--- config.mk ---
export PLATFORM = sky130hd
export DESIGN_NAME = csi2_delay_calib
export DESIGN_NICKNAME = d
export VERILOG_FILES = /design/src/rtl/csi2_pkg.sv /design/src/rtl/csi2_calib_run_tracker.sv /design/src/rtl/csi2_delay_calib.sv
export SDC_FILE = /design/constraint.sdc
export NUM_CORES = 1
export LEC_CHECK = 0
export CELL_PAD_IN_SITES_DETAIL_PLACEMENT = 0
export CELL_PAD_IN_SITES_GLOBAL_PLACEMENT = 1
export CORE_MARGIN = 5
export CORE_UTILIZATION = 49
export DETAILED_ROUTE_END_ITERATION = 16
export PLACE_DENSITY = 0.94
export SLEW_MARGIN = 10
export SYNTH_ARGS = -nofsm -noshare
export SYNTH_HDL_FRONTEND = slang
export SYNTH_SLANG_ARGS = --single-unit
export TNS_END_PERCENT = 5
--- constraint.sdc ---
create_clock -name clk_i -period 4.95 [get_ports clk_i]
set_input_delay 0.99 -clock clk_i [delete_from_list [all_inputs] [get_ports clk_i]]
set_output_delay 0.99 -clock clk_i [all_outputs]
set_load 0.01 [all_outputs]
--- src/rtl/csi2_pkg.sv ---
// Shared types and defaults for the CSI-2 lane delay calibration block.
package csi2_pkg;

    localparam int CSI2_TAPS_DEFAULT = 32;

    typedef enum logic [2:0] {
        IDLE,
        SETTLE,
        MEASURE,
        STEP,
        CENTER,
        NEXT_LANE,
        DONE
    } csi2_calib_state_t;

endpackage

--- src/rtl/csi2_calib_run_tracker.sv ---
// Longest run of passing taps seen during one lane sweep; ties keep the earlier run.
module csi2_calib_run_tracker
    import csi2_pkg::*;
#(
    parameter int TAPS = CSI2_TAPS_DEFAULT
) (
    input  logic                      clk_i,
    input  logic                      srst_i,
    input  logic                      clear_i,
    input  logic                      valid_i,
    input  logic                      pass_i,
    input  logic [$clog2(TAPS)-1:0]   tap_i,
    output logic [$clog2(TAPS)-1:0]   best_start_o,
    output logic [$clog2(TAPS+1)-1:0] best_len_o
);

    localparam int TW = $clog2(TAPS);
    localparam int LNW = $clog2(TAPS + 1);

    logic [TW-1:0]  run_start_q;
    logic [TW-1:0]  run_start_nxt;
    logic [LNW-1:0] run_len_q;
    logic [LNW-1:0] run_len_nxt;
    logic [TW-1:0]  best_start_q;
    logic [LNW-1:0] best_len_q;

    always_comb begin
        run_start_nxt = (run_len_q == '0) ? tap_i : run_start_q;
        run_len_nxt   = run_len_q + LNW'(1);
    end

    always_ff @(posedge clk_i) begin
        if (srst_i || clear_i) begin
            run_start_q  <= '0;
            run_len_q    <= '0;
            best_start_q <= '0;
            best_len_q   <= '0;
        end else if (valid_i) begin
            if (pass_i) begin
                run_start_q <= run_start_nxt;
                run_len_q   <= run_len_nxt;
                // strictly longer only, so an equal later run never displaces the first
                if (run_len_nxt > best_len_q) begin
                    best_start_q <= run_start_nxt;
                    best_len_q   <= run_len_nxt;
                end
            end else begin
                run_len_q <= '0;
            end
        end
    end

    assign best_start_o = best_start_q;
    assign best_len_o   = best_len_q;

endmodule

--- src/rtl/csi2_delay_calib.sv ---
// Per-lane D-PHY delay tap sweep and centring driven by CSI-2 header ECC results.
// Optional window timeout enabled by defining CSI2_CALIB_TIMEOUT_EN.
//   state     | meaning
//   IDLE      | waiting for start_i
//   SETTLE    | let the PHY settle after a tap change, packets ignored
//   MEASURE   | count packets/errors for the current tap
//   STEP      | pulse inc_delay_o for the active lane
//   CENTER    | walk the tap to the middle of the best run (1 high, 3 low)
//   NEXT_LANE | advance to the next lane or finish
//   DONE      | one-cycle completion pulse
module csi2_delay_calib
    import csi2_pkg::*;
#(
    parameter int DATA_LANES     = 2,
    parameter int TAPS           = CSI2_TAPS_DEFAULT,
    parameter int WINDOW_PKTS    = 16,
    parameter int SETTLE_CYCLES  = 8,
    parameter int TIMEOUT_CYCLES = 65536
) (
    input  logic                                     clk_i,
    input  logic                                     srst_i,
    input  logic                                     start_i,
    input  logic                                     pkt_ok_i,
    input  logic                                     pkt_err_i,
    output logic [DATA_LANES-1:0]                    inc_delay_o,
    output logic                                     busy_o,
    output logic                                     done_o,
    output logic [DATA_LANES-1:0]                    lane_fail_o,
    output logic [DATA_LANES-1:0][$clog2(TAPS)-1:0]  tap_o
);

    localparam int TW  = $clog2(TAPS);
    localparam int LNW = $clog2(TAPS + 1);
    localparam int LW  = (DATA_LANES > 1) ? $clog2(DATA_LANES) : 1;
    localparam int PW  = $clog2(WINDOW_PKTS + 2);
    localparam int SW  = (SETTLE_CYCLES > 1) ? $clog2(SETTLE_CYCLES) : 1;

    csi2_calib_state_t state_q, state_nxt;

    logic [LW-1:0]                   lane_q;
    logic [DATA_LANES-1:0][TW-1:0]   tap_q;
    logic [DATA_LANES-1:0]           fail_q;
    logic [TW-1:0]                   sweep_q;
    logic [SW-1:0]                   settle_q;
    logic [PW-1:0]                   pkt_q;
    logic [PW-1:0]                   err_q;
    logic [TW-1:0]                   ctr_rem_q;
    logic [1:0]                      ph_q;

    logic [PW-1:0]  pkt_nxt;
    logic [PW-1:0]  err_nxt;
    logic           win_close;
    logic           timeout_hit;
    logic           start_ok;
    logic           last_lane;
    logic           last_step;
    logic [TW-1:0]  cur_tap;
    logic [TW-1:0]  tap_inc;
    logic [TW-1:0]  best_start;
    logic [LNW-1:0] best_len;
    logic [TW:0]    tsum;
    logic [TW:0]    tdiff;
    logic [TW-1:0]  target;
    logic [TW-1:0]  ctr_pulses;

    always_comb begin
        start_ok  = (state_q == IDLE) && start_i;
        last_lane = (lane_q == LW'(DATA_LANES - 1));
        last_step = (sweep_q == TW'(TAPS - 1));
        cur_tap   = tap_q[lane_q];
        tap_inc   = (cur_tap == TW'(TAPS - 1)) ? '0 : cur_tap + TW'(1);
        pkt_nxt   = pkt_q + PW'(pkt_ok_i) + PW'(pkt_err_i);
        err_nxt   = err_q + PW'(pkt_err_i);
        win_close = (state_q == MEASURE) && (pkt_nxt >= PW'(WINDOW_PKTS));

        tsum   = {1'b0, best_start} + {1'b0, TW'(best_len >> 1)};
        target = (tsum >= (TW+1)'(TAPS)) ? TW'(tsum - (TW+1)'(TAPS)) : TW'(tsum);
        if (best_len == '0) begin
            target = '0;
        end
        // evaluated in STEP, so distance is measured from the post-step tap
        tdiff = {1'b0, target} - {1'b0, tap_inc};
        if (target < tap_inc) begin
            tdiff = tdiff + (TW+1)'(TAPS);
        end
        ctr_pulses = TW'(tdiff);
    end

`ifdef CSI2_CALIB_TIMEOUT_EN
    localparam int OW = (TIMEOUT_CYCLES > 1) ? $clog2(TIMEOUT_CYCLES) : 1;
    logic [OW-1:0] to_q;

    always_ff @(posedge clk_i) begin
        if (srst_i) begin
            to_q <= '0;
        end else if (state_q == SETTLE) begin
            to_q <= OW'(TIMEOUT_CYCLES - 1);
        end else if (state_q == MEASURE && to_q != '0) begin
            to_q <= to_q - OW'(1);
        end
    end

    assign timeout_hit = (state_q == MEASURE) && (to_q == '0);
`else
    assign timeout_hit = 1'b0;
`endif

    csi2_calib_run_tracker #(
        .TAPS (TAPS)
    ) u_run_tracker (
        .clk_i        (clk_i),
        .srst_i       (srst_i),
        .clear_i      (start_ok || (state_q == NEXT_LANE)),
        .valid_i      (win_close || timeout_hit),
        .pass_i       (win_close && (err_nxt == '0)),
        .tap_i        (cur_tap),
        .best_start_o (best_start),
        .best_len_o   (best_len)
    );

    always_ff @(posedge clk_i) begin
        if (srst_i) begin
            state_q <= IDLE;
        end else begin
            state_q <= state_nxt;
        end
    end

    always_comb begin
        state_nxt   = state_q;
        inc_delay_o = '0;
        done_o      = 1'b0;
        busy_o      = (state_q != IDLE) && (state_q != DONE);
        case (state_q)
            IDLE:      if (start_i) state_nxt = SETTLE;
            SETTLE:    if (settle_q == '0) state_nxt = MEASURE;
            MEASURE:   if (win_close || timeout_hit) state_nxt = STEP;
            STEP: begin
                inc_delay_o[lane_q] = 1'b1;
                state_nxt = last_step ? CENTER : SETTLE;
            end
            CENTER: begin
                if (ph_q == 2'd3) inc_delay_o[lane_q] = 1'b1;
                if (ph_q == 2'd0 && ctr_rem_q == '0) state_nxt = NEXT_LANE;
            end
            NEXT_LANE: state_nxt = last_lane ? DONE : SETTLE;
            DONE: begin
                done_o    = 1'b1;
                state_nxt = IDLE;
            end
            default:   state_nxt = IDLE;
        endcase
    end

    always_ff @(posedge clk_i) begin
        if (srst_i) begin
            lane_q    <= '0;
            tap_q     <= '0;
            fail_q    <= '0;
            sweep_q   <= '0;
            settle_q  <= '0;
            pkt_q     <= '0;
            err_q     <= '0;
            ctr_rem_q <= '0;
            ph_q      <= '0;
        end else begin
            case (state_q)
                IDLE: if (start_i) begin
                    fail_q   <= '0;
                    lane_q   <= '0;
                    sweep_q  <= '0;
                    settle_q <= SW'(SETTLE_CYCLES - 1);
                end
                SETTLE: begin
                    if (settle_q != '0) begin
                        settle_q <= settle_q - SW'(1);
                    end else begin
                        pkt_q <= '0;
                        err_q <= '0;
                    end
                end
                MEASURE: begin
                    pkt_q <= pkt_nxt;
                    err_q <= err_nxt;
                end
                STEP: begin
                    tap_q[lane_q] <= tap_inc;
                    if (last_step) begin
                        sweep_q   <= '0;
                        ctr_rem_q <= ctr_pulses;
                        ph_q      <= '0;
                        if (best_len == '0) fail_q[lane_q] <= 1'b1;
                    end else begin
                        sweep_q  <= sweep_q + TW'(1);
                        settle_q <= SW'(SETTLE_CYCLES - 1);
                    end
                end
                CENTER: if (!(ph_q == 2'd0 && ctr_rem_q == '0)) begin
                    ph_q <= ph_q + 2'd1;
                    if (ph_q == 2'd3) begin
                        tap_q[lane_q] <= tap_inc;
                        ctr_rem_q     <= ctr_rem_q - TW'(1);
                    end
                end
                NEXT_LANE: if (!last_lane) begin
                    lane_q   <= lane_q + LW'(1);
                    sweep_q  <= '0;
                    settle_q <= SW'(SETTLE_CYCLES - 1);
                end
                default: ;
            endcase
        end
    end

    assign tap_o       = tap_q;
    assign lane_fail_o = fail_q;

endmodule
==> parameters.txt <==
Parameter                              Value

Route
  Number of DRC markers in iteration 0 ... 159
  Total routed wirelength ... between 8 and 9 mm
  Number of iterations in the first detailed-routing pass ... 5
  Post-route DRC ... 0
  Routed via count ... 3236
  Routed len/inst ... 15.0 um
  Post-detailed-route via-to-cell ratio ... 5.65
  Antenna violation net count after detailed routing ... 0

Logic synthesis
  Number of enable flip-flop cells after synthesis ... 0
  Ys async rst share ... 0%
  Mux share of post-synthesis cell area ... 6.20%
  Synth Net Count ... 487
  Cell types occupying the most area after synthesis ... sky130_fd_sc_hd__dfxtp_1 33%, sky130_fd_sc_hd__ha_1 9.2%, sky130_fd_sc_hd__nor2_1 5.3%, sky130_fd_sc_hd__a21oi_1 4.9%, sky130_fd_sc_hd__mux2_2 3.0%
  Synth Area per Inst ... 8.41 um2
  Area leader, netlist ... sky130_fd_sc_hd__dfxtp_1
  Total of flip-flops plus latches after synthesis ... 63
  Cell types with the highest counts after synthesis ... 63 x sky130_fd_sc_hd__dfxtp_1, 54 x sky130_fd_sc_hd__nor2_1, 37 x sky130_fd_sc_hd__a21oi_1
  Most common cell in the synthesized netlist ... sky130_fd_sc_hd__dfxtp_1
  Synthesized netlist cell count ... ~450
  Share of the synthesized area in the top cell type ... 33.2%
  Area share of and/or/nand/nor cells after synthesis ... 23.4%
  Cell area after synthesis ... between 3000 and 4000 um2
  Share of synthesized area occupied by flip-flops and latches ... 33.2%
  Fraction of the mapped netlist area in compound gates ... 17.3%
  Post-synthesis xor/xnor area fraction ... 3.92%
  Top FF cell, synth ... sky130_fd_sc_hd__dfxtp_1
  Arithmetic-cell share of the synthesized area counting full adders, half adders and majority gates ... 10.8%
  Count of unique library cells instantiated by Yosys ... 60
  Dominant combinational cell family by area after synthesis ... simple AND/OR/NAND/NOR gates
  Yosys warning count ... 0

Global route
  Global routing met1 resource utilization ... 26.3%
  Combined global-route utilization of all metal layers ... 18.2%
  Met2 routing resource usage after global routing ... 27.8%
  Via count of the first global-routing pass ... 3050
  First-pass GRT wire length ... 14.6 mm
  Total grt overflow ... 0
  Most used routing layer in global routing ... met2
  Maximum number of pins on one net before global-route repair ... 31
  Number of antenna violations at the first check in global routing ... 0
  Global routing met3 resource utilization ... 2.50%

Outcome
  Run status ... finished, final reports clean

Place
  Global placement routability congestion ... 0.831
  Hpwl dp ... 6.28 mm
  Instance area at placement ... 4060 um2
  Number of buffer cells added on primary ports ... 20
  Placed Cells incl. Taps ... 557
  Setup slack at placement ... 1.28 ns

Power and ir drop
  IR drop worst, VDD ... 0.216 mV
  Sequential share of power ... between 40% and 50%
  Combinational fraction of design power ... 21.7%
  Share of power burned in the clock network ... a little under two fifths
  Int Power ... roughly 0.97 mW
  Power per unit of standard cell area ... between 300 and 400 nW/um2
  Switch Pwr ... 0.427 mW
  Switching part of the total power ... 30.7%
  Leakage Power ... 1.66 nW

Layout
  Relative area change from synthesis to final layout ... 13.0%
  Post-route insts no fill ... 573
  Layout cells sized above 1 ... 8.92%
  Ant. Diodes ... 0
  Design area ... 4290 um2
  Nets ... 502
  Filler instances ... 689

Min path
  Worst hold-check path type ... register to register

STA
  Largest clock skew in the final design ... 0.0109 ns
  Final number of setup-violating endpoints ... 0
  Final slew viol count ... 0
  Relative max-transition margin ... around 31%
  Transition time of the tightest slew-check pin ... 1.02 ns
  Portion of the clock cycle consumed by the worst path in the final layout ... 73.5%
  Final hold violations ... 0
  Peak clock frequency supported by timing ... 275 MHz
  PnR worst setup slack ... around 1.3 ns
  RSZ-0062 raised after global routing ... no
  Fin crit period ... 3.64 ns
  Setup_tns ... 0 ns
  Final Hold Slack ... around 0.46 ns

CTS
  Post-CTS setup-driven buffer insertion count ... 0
  Clock sink total ... between 60 and 70
  Cell at the root of the clock tree ... sky130_fd_sc_hd__clkbuf_8
  CTS Hold Buffers Added ... 0
  Register clock-pin slew on the reported worst setup and hold paths ... 0.08 ns
  Max H-tree Level ... 3
  Largest buffer count on any clock path ... 2
  CTS tree ... built
  CTS-repair resized insts ... 0
  Worst skew pair latency ... approximately 0.34 ns
  Total CTS buffers ... 9

Setup path
  Worst setup EP type ... output pin
  Worst EP required ... between 3 and 4 ns
  Worst-path cell chain ... nor3b_2 > a21oi_1 > nor2_1 > clkdlybuf4s50_1
  Crit-path max FO ... 22
  Type of the worst setup path ... register to output pin
  Max incr delay on CP ... 0.79 ns
  Slowest stage cell on the critical path ... sky130_fd_sc_hd__dfxtp_1
  Register-to-register path setup slack ... approximately 1.5 ns
  Startpoint kind of the worst setup timing path ... register
  CP arrival ... 2.65 ns

Floorplan
  Number of primary I/O pins ... 21
  Placeable core region ... roughly 7600 um2
  Die span in y ... about 100 um
  Starting Density ... 49.6%
  Area of the die ... 9600 um2
  DIE WIDTH ... a little under 100 um
  Cell row count ... 32

Run
  Maximum capacitance violations ... 0
power groups by stage:
stage	Sequential [mW]	Clock, mW	Combinational, mW
floorplan	0.557	0	0.247
global placement	0.586	0	0.290
detailed placement	0.589	0	0.299
CTS	0.576	0.518	0.300
global route	0.584	0.544	0.333
finish	0.577	0.513	0.302
kinds of logic after synthesis:
logic type,after synthesis
simple gates,167
buf+inv,47
flops,63
xor+xnor,17
fa+ha+maj,31
mux,21
compound gates,105
path summary, 6_finish.rpt:
| path | start | to | cells after the start |
|---|---|---|---|
| setup reg to reg | lane_q | ctr_rem_q[4] | 12 |
| setup / recovery | state_q[2] | inc_delay_o[1] | 4 |
| hold / removal | u_run_tracker.run_start_q[1] | u_run_tracker.run_start_q[1] | 2 |
| hold reg to reg | u_run_tracker.run_start_q[1] | u_run_tracker.run_start_q[1] | 2 |
state kept, by name, indices dropped and copies added, names as in the netlist:
register	cells
sweep_q	5
u_run_tracker.best_len_o	6
err_q	5
u_run_tracker.best_start_o	5
ctr_rem_q	5
ph_q	2
lane_fail_o	2
tap_o	10
u_run_tracker.run_len_q	6
state_q	3
pkt_q	5
settle_q	3
u_run_tracker.run_start_q	5
lane_q	1
metrics by stage:
step | power, mW | utilization [%]
floorplan | 0.805 | -
global placement | 0.877 | 53.1
detailed placement | 0.887 | 53.1
CTS | 1.39 | 56.0
global route | 1.46 | 56.0
finish | 1.39 | 56.0
routing by layer:
| metal | share of wire, % | vias to the layer above |
|---|---|---|
| met5 | 0 | - |
| met4 | 1.3 | 0 |
| met3 | 4.0 | 12 |
| met2 | 45 | 62 |
| met1 | 50 | 1520 |
| li1 | - | 1642 |
cells in the final DEF (no fill, tap or decap), types with 7 or more instances in the layout:
cell type / Yosys / routed
sky130_fd_sc_hd__mux2_2: 10 / 10
sky130_fd_sc_hd__nand3_1: 22 / 22
sky130_fd_sc_hd__and3_1: 7 / 7
sky130_fd_sc_hd__o21ai_0: 18 / 17
sky130_fd_sc_hd__ha_1: 28 / 28
sky130_fd_sc_hd__nand2_1: 26 / 26
sky130_fd_sc_hd__nor2_1: 54 / 54
sky130_fd_sc_hd__xnor2_1: 11 / 11
sky130_fd_sc_hd__clkdlybuf4s50_1: 0 / 20
sky130_fd_sc_hd__or3_1: 7 / 7
sky130_fd_sc_hd__nand4_1: 8 / 8
sky130_fd_sc_hd__clkbuf_8: 0 / 11
sky130_fd_sc_hd__a22oi_1: 13 / 13
sky130_fd_sc_hd__mux2i_1: 10 / 10
sky130_fd_sc_hd__dfxtp_1: 63 / 63
sky130_fd_sc_hd__inv_1: 26 / 26
sky130_fd_sc_hd__a21oi_1: 37 / 37
critical path: cells and delay by family (launching register included):
| family | cells | cell delay (ns) |
|---|---|---|
| buf+inv | 1 | 0.54 |
| flops | 1 | 0.79 |
| simple gates | 2 | 0.79 |
| compound gates | 1 | 0.19 |
layout make-up:
class | instances | area, um2 | share of cell area, %
timing repair buffer | 25 | 238 | 5.55
clock inverter | 3 | 65.1 | 1.52
multi-input combinational | 341 | 2340 | 54.5
inverter | 26 | 97.6 | 2.28
clock buffer | 13 | 159 | 3.71
tap | 102 | 128 | 2.98
sequential | 63 | 1260 | 29.4
(Power assumes the default switching activity.)
